### src/rtl/store_drain_arbiter.sv
// Drain queue for evicted stores plus single-port cache arbiter between drains and loads.
// Loads win unless they hit a queued store address or have starved the queue too long.
module store_drain_arbiter #(
    parameter int LINE_SIZE    = 32,
    parameter int DEPTH        = 4,
    parameter int STARVE_LIMIT = 3
) (
    input  logic                       clk,
    input  logic                       rst,
    input  logic                       DrainValid,
    input  logic [LINE_SIZE-1:0]       DrainData,
    input  logic [LINE_SIZE-1:0]       DrainAddress,
    input  logic                       DrainByte,
    output logic                       DrainStall,
    input  logic                       LoadReq,
    input  logic [LINE_SIZE-1:0]       LoadAddress,
    output logic                       LoadGrant,
    output logic                       CacheReq,
    output logic                       CacheWe,
    output logic [LINE_SIZE-1:0]       CacheAddress,
    output logic [LINE_SIZE-1:0]       CacheData,
    output logic                       CacheByte,
    input  logic                       CacheReady,
    output logic [$clog2(DEPTH+1)-1:0] QueueCount
);
    localparam int PW = $clog2(DEPTH);
    localparam int CW = $clog2(DEPTH + 1);
    localparam int SW = $clog2(STARVE_LIMIT + 1);

    localparam logic [1:0] ST_IDLE    = 2'd0;
    localparam logic [1:0] ST_BUSY_LD = 2'd1;
    localparam logic [1:0] ST_BUSY_ST = 2'd2;

    localparam logic [CW-1:0] FULL_COUNT = CW'(DEPTH);
    localparam logic [SW-1:0] STARVE_MAX = SW'(STARVE_LIMIT);

    logic [LINE_SIZE-1:0] r_q_addr [DEPTH];
    logic [LINE_SIZE-1:0] r_q_data [DEPTH];
    logic [DEPTH-1:0]     r_q_byte;
    logic [DEPTH-1:0]     r_q_valid;
    logic [PW-1:0]        r_wr_ptr;
    logic [PW-1:0]        r_rd_ptr;
    logic [CW-1:0]        r_count;
    logic [SW-1:0]        r_starve;
    logic [1:0]           r_state;

    logic                 r_cache_req;
    logic                 r_cache_we;
    logic [LINE_SIZE-1:0] r_cache_addr;
    logic [LINE_SIZE-1:0] r_cache_data;
    logic                 r_cache_byte;
    logic                 r_load_grant;

    logic w_push;
    logic w_pop;
    logic w_q_empty;
    logic w_hazard;
    logic w_issue_ld;
    logic w_issue_st;

    assign DrainStall   = (r_count == FULL_COUNT);
    assign QueueCount   = r_count;
    assign CacheReq     = r_cache_req;
    assign CacheWe      = r_cache_we;
    assign CacheAddress = r_cache_addr;
    assign CacheData    = r_cache_data;
    assign CacheByte    = r_cache_byte;
    assign LoadGrant    = r_load_grant;

    assign w_push     = DrainValid && !DrainStall;
    assign w_pop      = (r_state == ST_BUSY_ST) && CacheReady;
    assign w_q_empty  = (r_count == {CW{1'b0}});
    assign w_issue_ld = (r_state == ST_IDLE) && LoadReq && !w_hazard &&
                        (w_q_empty || (r_starve < STARVE_MAX));
    assign w_issue_st = (r_state == ST_IDLE) && !w_issue_ld && !w_q_empty;

    // RAW hazard: any valid entry, including the head currently being written
    always_comb begin
        w_hazard = 1'b0;
        for (int i = 0; i < DEPTH; i++) begin
            w_hazard = w_hazard | (r_q_valid[i] && (r_q_addr[i] == LoadAddress));
        end
    end

    // Circular drain queue storage, pointers and occupancy
    always_ff @(posedge clk or posedge rst) begin
        if (rst) begin
            for (int i = 0; i < DEPTH; i++) begin
                r_q_addr[i] <= {LINE_SIZE{1'b0}};
                r_q_data[i] <= {LINE_SIZE{1'b0}};
            end
            r_q_byte  <= {DEPTH{1'b0}};
            r_q_valid <= {DEPTH{1'b0}};
            r_wr_ptr  <= {PW{1'b0}};
            r_rd_ptr  <= {PW{1'b0}};
            r_count   <= {CW{1'b0}};
        end else begin
            if (w_push) begin
                r_q_addr[r_wr_ptr]  <= DrainAddress;
                r_q_data[r_wr_ptr]  <= DrainData;
                r_q_byte[r_wr_ptr]  <= DrainByte;
                r_q_valid[r_wr_ptr] <= 1'b1;
                r_wr_ptr            <= r_wr_ptr + PW'(1);
            end
            if (w_pop) begin
                r_q_valid[r_rd_ptr] <= 1'b0;
                r_rd_ptr            <= r_rd_ptr + PW'(1);
            end
            case ({w_push, w_pop})
                2'b10:   r_count <= r_count + CW'(1);
                2'b01:   r_count <= r_count - CW'(1);
                default: r_count <= r_count;
            endcase
        end
    end

    // Consecutive-load counter that eventually forces a drain
    always_ff @(posedge clk or posedge rst) begin
        if (rst) begin
            r_starve <= {SW{1'b0}};
        end else if (w_q_empty || w_issue_st) begin
            r_starve <= {SW{1'b0}};
        end else if (w_issue_ld && (r_starve < STARVE_MAX)) begin
            r_starve <= r_starve + SW'(1);
        end else begin
            r_starve <= r_starve;
        end
    end

    // Arbitration FSM driving the registered cache port
    always_ff @(posedge clk or posedge rst) begin
        if (rst) begin
            r_state      <= ST_IDLE;
            r_cache_req  <= 1'b0;
            r_cache_we   <= 1'b0;
            r_cache_addr <= {LINE_SIZE{1'b0}};
            r_cache_data <= {LINE_SIZE{1'b0}};
            r_cache_byte <= 1'b0;
            r_load_grant <= 1'b0;
        end else begin
            case (r_state)
                ST_IDLE: begin
                    r_load_grant <= 1'b0;
                    if (w_issue_ld) begin
                        r_state      <= ST_BUSY_LD;
                        r_cache_req  <= 1'b1;
                        r_cache_we   <= 1'b0;
                        r_cache_addr <= LoadAddress;
                        r_cache_byte <= 1'b0;
                    end else if (w_issue_st) begin
                        r_state      <= ST_BUSY_ST;
                        r_cache_req  <= 1'b1;
                        r_cache_we   <= 1'b1;
                        r_cache_addr <= r_q_addr[r_rd_ptr];
                        r_cache_data <= r_q_data[r_rd_ptr];
                        r_cache_byte <= r_q_byte[r_rd_ptr];
                    end else begin
                        r_cache_req  <= 1'b0;
                    end
                end
                ST_BUSY_LD: begin
                    if (CacheReady) begin
                        r_state      <= ST_IDLE;
                        r_cache_req  <= 1'b0;
                        r_load_grant <= 1'b1;
                    end else begin
                        r_load_grant <= 1'b0;
                    end
                end
                ST_BUSY_ST: begin
                    r_load_grant <= 1'b0;
                    if (CacheReady) begin
                        r_state     <= ST_IDLE;
                        r_cache_req <= 1'b0;
                    end else begin
                        r_cache_req <= 1'b1;
                    end
                end
                default: begin
                    r_state      <= ST_IDLE;
                    r_cache_req  <= 1'b0;
                    r_load_grant <= 1'b0;
                end
            endcase
        end
    end
endmodule

### config.mk
export PLATFORM = sky130hd
export DESIGN_NAME = store_drain_arbiter
export DESIGN_NICKNAME = d
export VERILOG_FILES = /design/src/rtl/store_drain_arbiter.sv
export SDC_FILE = /design/constraint.sdc
export NUM_CORES = 1
export LEC_CHECK = 0
export BUFFER_PORTS_ARGS = -buffer_cell sky130_fd_sc_hd__buf_2
export CAP_MARGIN = 10
export CORE_MARGIN = 2
export CORE_UTILIZATION = 60
export DETAILED_ROUTE_END_ITERATION = 8
export GPL_TIMING_DRIVEN = 0
export PLACE_DENSITY_LB_ADDON = 0.3
export SYNTH_ARGS = -nofsm -noshare
export SYNTH_HDL_FRONTEND = slang
export SYNTH_SLANG_ARGS = --single-unit
### constraint.sdc
create_clock -name clk -period 10.86 [get_ports clk]
set_input_delay 0.543 -clock clk [delete_from_list [all_inputs] [get_ports clk]]
set_output_delay 0.543 -clock clk [all_outputs]
set_load 0.02 [all_outputs]
==> results of run 1 <==
cells in the final DEF, fill, tap and decap left out, types with 3 or more instances in the layout:
cell and instances:
buf_6 15, diode_2 6, mux2_2 266, inv_1 43, o21ai_1 28, nand3b_1 3
o21ai_0 6, nand4_1 24, nor4_1 26, nor2_1 40, and3_1 3, mux2i_1 13
nor4b_1 3, clkbuf_16 39, a21oi_1 9, mux2_1 20, mux4_2 65, buf_2 169
nand2b_1 4, clkbuf_8 5, nor2b_1 4, dfrtp_1 343, nand3_1 5, clkbuf_1 83
ha_1 13, a311oi_1 32, buf_1 5, a41oi_1 32, nor3_1 6, xor2_1 63
xnor2_1 67, and2_1 3, nand2_1 144, clkinv_2 8
sequential cells by signal, summed over array words and instances, names as in the netlist, 2 cells and up:
| name | flops |
|---|---|
| r_rd_ptr | 2 |
| r_q_data | 128 |
| CacheAddress | 32 |
| r_starve | 2 |
| r_wr_ptr | 2 |
| r_q_byte | 4 |
| r_q_valid | 4 |
| QueueCount | 3 |
| r_state | 2 |
| CacheData | 32 |
| r_q_addr | 128 |
cell usage after synthesis (all sizes together) (32+ instances only):
cell,n
a41oi,32
o21ai,36
mux2,286
a311oi,32
nand2,144
inv,44
buf,49
dfrtp,343
xor2,63
mux4,65
xnor2,69
nor2,40
clkbuf,74
kinds of logic after synthesis:
kind of cell    Yosys count  synth area share (%)
xor+xnor                132                  6.59
mux                     364                  27.1
compound gates          118                  4.93
simple gates            283                  7.73
flops                   343                  48.3
buf+inv                 167                  4.38
fa+ha+maj                14                  1.03
layer usage:
metal / up-vias / global-route usage [%]
li1: 5515 / -
met1: 6602 / 47.6
met2: 546 / 48.5
met3: 114 / 5.49
met4: 0 / 11.4
met5: - / 0
area by class of cell:
type	instances	area [um^2]
antenna	6	15.0
buffer	123	613
clock buffer	53	1080
clock inverter	12	86.3
fill	2171	9190
inverter	44	173
multi-input combinational	911	8420
sequential	343	8580
tap	390	488
timing repair buffer	143	761
worst min path at each step:
stage	startpoint	endpoint	slack (ps)	cells after the start
global placement	r_starve[0]	r_starve[0]	480	1
finish	rst	CacheAddress[19]	70	2
detailed placement	r_q_data[61]	r_q_data[61]	490	1
global route	rst	CacheAddress[18]	140	2
floorplan	r_starve[0]	r_starve[0]	460	1
CTS	rst	CacheAddress[19]	110	2
stage by stage:
step / utilization [%] / std cells / hold WS (ps) / setup WS (ps)
3_3_place_gp: 64.5 / 1952 / 479 / -2660
4_1_cts: 68.7 / 2019 / 112 / 7930
2_1_floorplan: - / 1421 / 463 / 809
6_report: 68.8 / 2025 / 71.3 / 7860
3_5_place_dp: 64.7 / 1954 / 488 / 7730
5_1_grt: 68.7 / 2024 / 135 / 7740
power by group:
| part | internal, mW | leakage [nW] | switching (mW) |
|---|---|---|---|
| logic | 1.50 | 4.05 | 1.69 |
| clock network | 0.697 | 0.581 | 0.528 |
| registers | 1.94 | 4.10 | 0.472 |
| total | 4.14 | 8.73 | 2.70 |
==> results_dict.tcl, run 1 <==
set metrics [dict create \
    status "complete, no violations" \
    start_util_pct 60.5 \
    antenna_found_initial 6 \
    grt_overflow_total 0 \
    cp-endpoint "CacheData[26]" \
    wire_per_inst_um 24.2 \
    synth.area.top_cells "dfrtp_1, mux2_2, mux4_2, xnor2_1, xor2_1" \
    placed_area_um2 19000 \
    crit_required_ps 11320 \
    wl_met3_um 3810 \
    cts.hold.buffers_added 0 \
    synthCells 1421 \
    grt_max_degree 135 \
    power.leakage_nw 8.73 \
    die_width_um 176 \
    drc 0 \
    timing.fmax_ghz 0.333 \
    async_flop_share_pct 100 \
    port_buffers 141 \
    grt_pass1_vias 13000 \
    end_kind "register" \
    place_hpwl_um 35600 \
    path_max_fanout 10 \
    synth.top_cell.area_share_pct 48.3 \
    ys_seq_area_share_pct 48.3 \
    cp_slowest_cell "clkbuf_1" \
    worstSetupPathType "register to register" \
    synth.avg_cell_area_um2 12.5 \
    drt.antenna.violating_nets 0 \
    cts_tree "yes" \
    critPathLaunch "QueueCount[0]" \
    fin_skew_ps 15.6 \
    hold_viol_final 0 \
    stdcell_area_um2 20200 \
    power_per_cell_area_nw_per_um2 338 \
    die_area_um2 31000 \
    clockBufferDepth 3 \
    ys_seq_elements 343 \
    dr.pass1.iters 5 \
    period_share_pct 27.7 \
    grt_first_pass_wirelength_um 75800 \
    yosysTopAreaCell "dfrtp_1" \
    cts_buffers 38 \
    fin_crit_ps 3000 \
    peakVddDrop_mv 0.194 \
    fp.dieH_um 176 \
    grt_use_total_pct 32.2 \
    drive_above_1_share_pct 36.2 \
    synth_warnings 0 \
    gp_congestion 1.03 \
    routed-wl-met2_um 22200 \
    path_buf_inv 4 \
    hold_path.class "input port to async pin" \
    clock-sinks 343 \
    route.vias.total 12800 \
    worst_ep_arrival_time_ps 3460 \
    syn_nets 1537 \
    fin_setup_tns_ps 0 \
    cp_common_cell "clkbuf_1" \
    drv_slew 0 \
    setup_violations 0 \
    synth_ff_type "dfrtp_1" \
    routed.top_layer "met4" \
    pin_count 174 \
    rsz0062_at_grt "no" \
    path_cells "or3_1 -> clkbuf_1 -> and2_1 -> clkbuf_1 -> clkbuf_1 -> clkbuf_1 -> nand2_1 -> o21ai_1" \
    rr_worst_depth 8 \
    cts_resized 0 \
    reg2reg_slack_ps 7860 \
    htreeDepth 2 \
    rows 63 \
    drt-initial-drc-count 1216 \
    max_stage_delay_ps 770 \
    r2r_end "CacheData[26]" \
    ctsRootBufferMaster "clkbuf_16" \
    total_power_mw 6.84 \
    maxCapViolations 0 \
    clk_pin_slew_worst_paths_ps 60 \
    r2r_start "QueueCount[0]" \
    post-cts-setup-buffers 0 \
    tightest_slew_ps 962 \
    area_delta_synth_final_pct 13.7 \
    crit_path_start_kind "register" \
    wirelength_um 49100 \
    synth_area_um2 17800 \
    insertion_delay_ps 540 \
    via_per_inst 6.31 \
    synth.distinct_cells 56 \
    slew_headroom_pct 35.8 \
    finalNetCount 1720 \
    coreArea_um2 29400 \
    synth_edf_count 0 \
    wl_met1_um 21400 \
    cp_top_family "buffers and inverters" \
    cp.depth 8 \
]
Power figures use the tool's default switching activity.
==> inputs of run 2 (changes only) <==
==> constraint.sdc (replaced) <==
create_clock -name clk -period 3.04 [get_ports clk]
set_input_delay 0.152 -clock clk [delete_from_list [all_inputs] [get_ports clk]]
set_output_delay 0.152 -clock clk [all_outputs]
set_load 0.02 [all_outputs]
==> run 2 against run 1 <==
Effect of this change:
- register-to-register slack worse by 7700 ps
- sequential share of layout area decreased by 2.1 points
- die area is the same
- highest routed layer unchanged
==> results_dict.tcl, run 2 (synthesis gave the netlist of run 1 again) <==
set metrics [dict create \
    status "complete, no violations" \
    drt.antenna.violating_nets 0 \
    crit_path_start_kind "register" \
    ctsRootBufferMaster "clkbuf_16" \
    grt_max_degree 43 \
    cts_tree "yes" \
    cp_slowest_cell "clkbuf_1" \
    final_common_cell "dfrtp_1" \
    grt_overflow_total 0 \
    start_util_pct 60.5 \
    maxCapViolations 0 \
    fillCellCount 2063 \
    wire_per_inst_um 23.6 \
    cp_top_family "buffers and inverters" \
    antenna_found_initial 1 \
    holdPathEnd "CacheAddress[25]" \
    setup_violations 0 \
    power_per_cell_area_nw_per_um2 1160 \
    end_kind "register" \
    drv_slew 0 \
    clockBufferDepth 3 \
    place_hpwl_um 35900 \
    pin_count 174 \
    drive_above_1_share_pct 34.7 \
    drc 0 \
    critPathLaunch "QueueCount[0]" \
    die_width_um 176 \
    worst_ep_arrival_time_ps 3330 \
    fin_cells 2113 \
    wirelength_um 49900 \
    slew_headroom_pct 33.2 \
    path_cells "inv_1 -> and3_1 -> nor2b_2 -> clkbuf_1 -> nand2_1 -> clkbuf_1 -> buf_2 -> mux2_2" \
    dr.pass1.iters 6 \
    preCtsSetupSlack_ps 132 \
    path_max_fanout 10 \
    die_area_um2 31000 \
    fin_skew_ps 23.7 \
    dp.cells 1962 \
    clock-sinks 343 \
    htreeDepth 2 \
    max_stage_delay_ps 740 \
    path_buf_inv 4 \
    tightest_slew_ps 1000 \
    insertion_delay_ps 530 \
    fin_setup_tns_ps 0 \
    cp_common_cell "clkbuf_1" \
    period_share_pct 95.7 \
    fin_crit_ps 2910 \
    power.leakage_nw 9.17 \
    mostFrequentLayoutCells "dfrtp_1, mux2_2, buf_2" \
    r2r_end "r_q_data[116]" \
    grt_first_pass_wirelength_um 77100 \
    total_power_mw 24.6 \
    finalNetCount 1814 \
    coreArea_um2 29400 \
    fin_util_pct 72.3 \
    area_delta_synth_final_pct 19.5 \
    clk_pin_slew_worst_paths_ps 60 \
    grt_use_total_pct 32.7 \
    reg2reg_slack_ps 130 \
    cts_buffers 38 \
    rsz0062_at_grt "no" \
    drt-initial-drc-count 1119 \
    hold_path.class "input port to register" \
    reg_top3 "r_q_addr: 128 flops, r_q_data: 128 flops" \
    peakVddDrop_mv 0.715 \
    grt_pass1_vias 12900 \
    fin_ws_ps 131 \
    crit_required_ps 3460 \
    worstHoldStart "LoadAddress[25]" \
    timing.fmax_ghz 0.344 \
    fp.dieH_um 176 \
    gp_congestion 0.992 \
    rr_worst_depth 8 \
    r2r_start "QueueCount[0]" \
    via_per_inst 6.09 \
    hold_viol_final 0 \
    worstSetupPathType "register to register" \
    port_buffers 141 \
    post-cts-setup-buffers 0 \
    route.vias.total 12900 \
    holdPathStages 2 \
    rows 63 \
]
-- run 2: where the power goes --
part | total (mW) | switching (mW) | internal, mW | leakage [nW]
Combinational | 11.5 | 6.09 | 5.46 | 4.48
Clock | 4.44 | 1.84 | 2.60 | 0.588
Sequential | 8.62 | 1.68 | 6.94 | 4.10
-- run 2: per-layer routing --
metal	track usage, %	part of all wire [%]	vias to the layer above
met5	0	0	-
met2	51.1	47	494
met3	5.32	7.1	84
met1	48.7	44	6609
met4	7.51	2.3	0
li1	-	-	5689
-- run 2: cell type report --
type	count	area, um^2	area share (%)
clock buffers	55	1100	5.16
repair buffers	237	1770	8.35
diodes	1	2.50	0.0118
well taps	390	488	2.30
flip-flops and latches	343	8580	40.4
multi-input cells	911	8430	39.7
clock inverters	9	92.6	0.436
plain buffers	123	614	2.89
inverters	44	169	0.795
-- run 2: metrics by stage --
stage               instance area [um^2]  hold slack, ps
finish                             21200            24.2
CTS                                21200            9.32
detailed placement                 19200            99.5
floorplan                          17800             281
global route                       21200            9.94
global placement                   19000             405
-- run 2: what timing repair did --
action                                  4_1_cts  5_1_grt
endpoints found under the setup margin        0       73
hold endpoints to repair                    362        0
hold buffers                                 86        0
gates resized for setup                       0        5
-- run 2: how the worst max path moves through the flow --
stage                     cells past startpoint         endpoint  slack [ps]
after floorplan                               1  CacheAddress[0]       -1700
after detailed placement                      8    r_q_data[116]         130
after global routing                          8    r_q_addr[104]           4
after CTS                                     8    CacheData[18]         100
after global placement                        2    r_q_data[117]       -3660
final                                         8    r_q_data[116]         130
-- run 2: worst register-to-register path, stage by stage, from the launching register on --
cell and delay (ps):
dfrtp_1 430, inv_1 120, and3_1 190, nor2b_2 90, clkbuf_1 240, nand2_1 140, clkbuf_1 740, buf_2 460
mux2_2 390
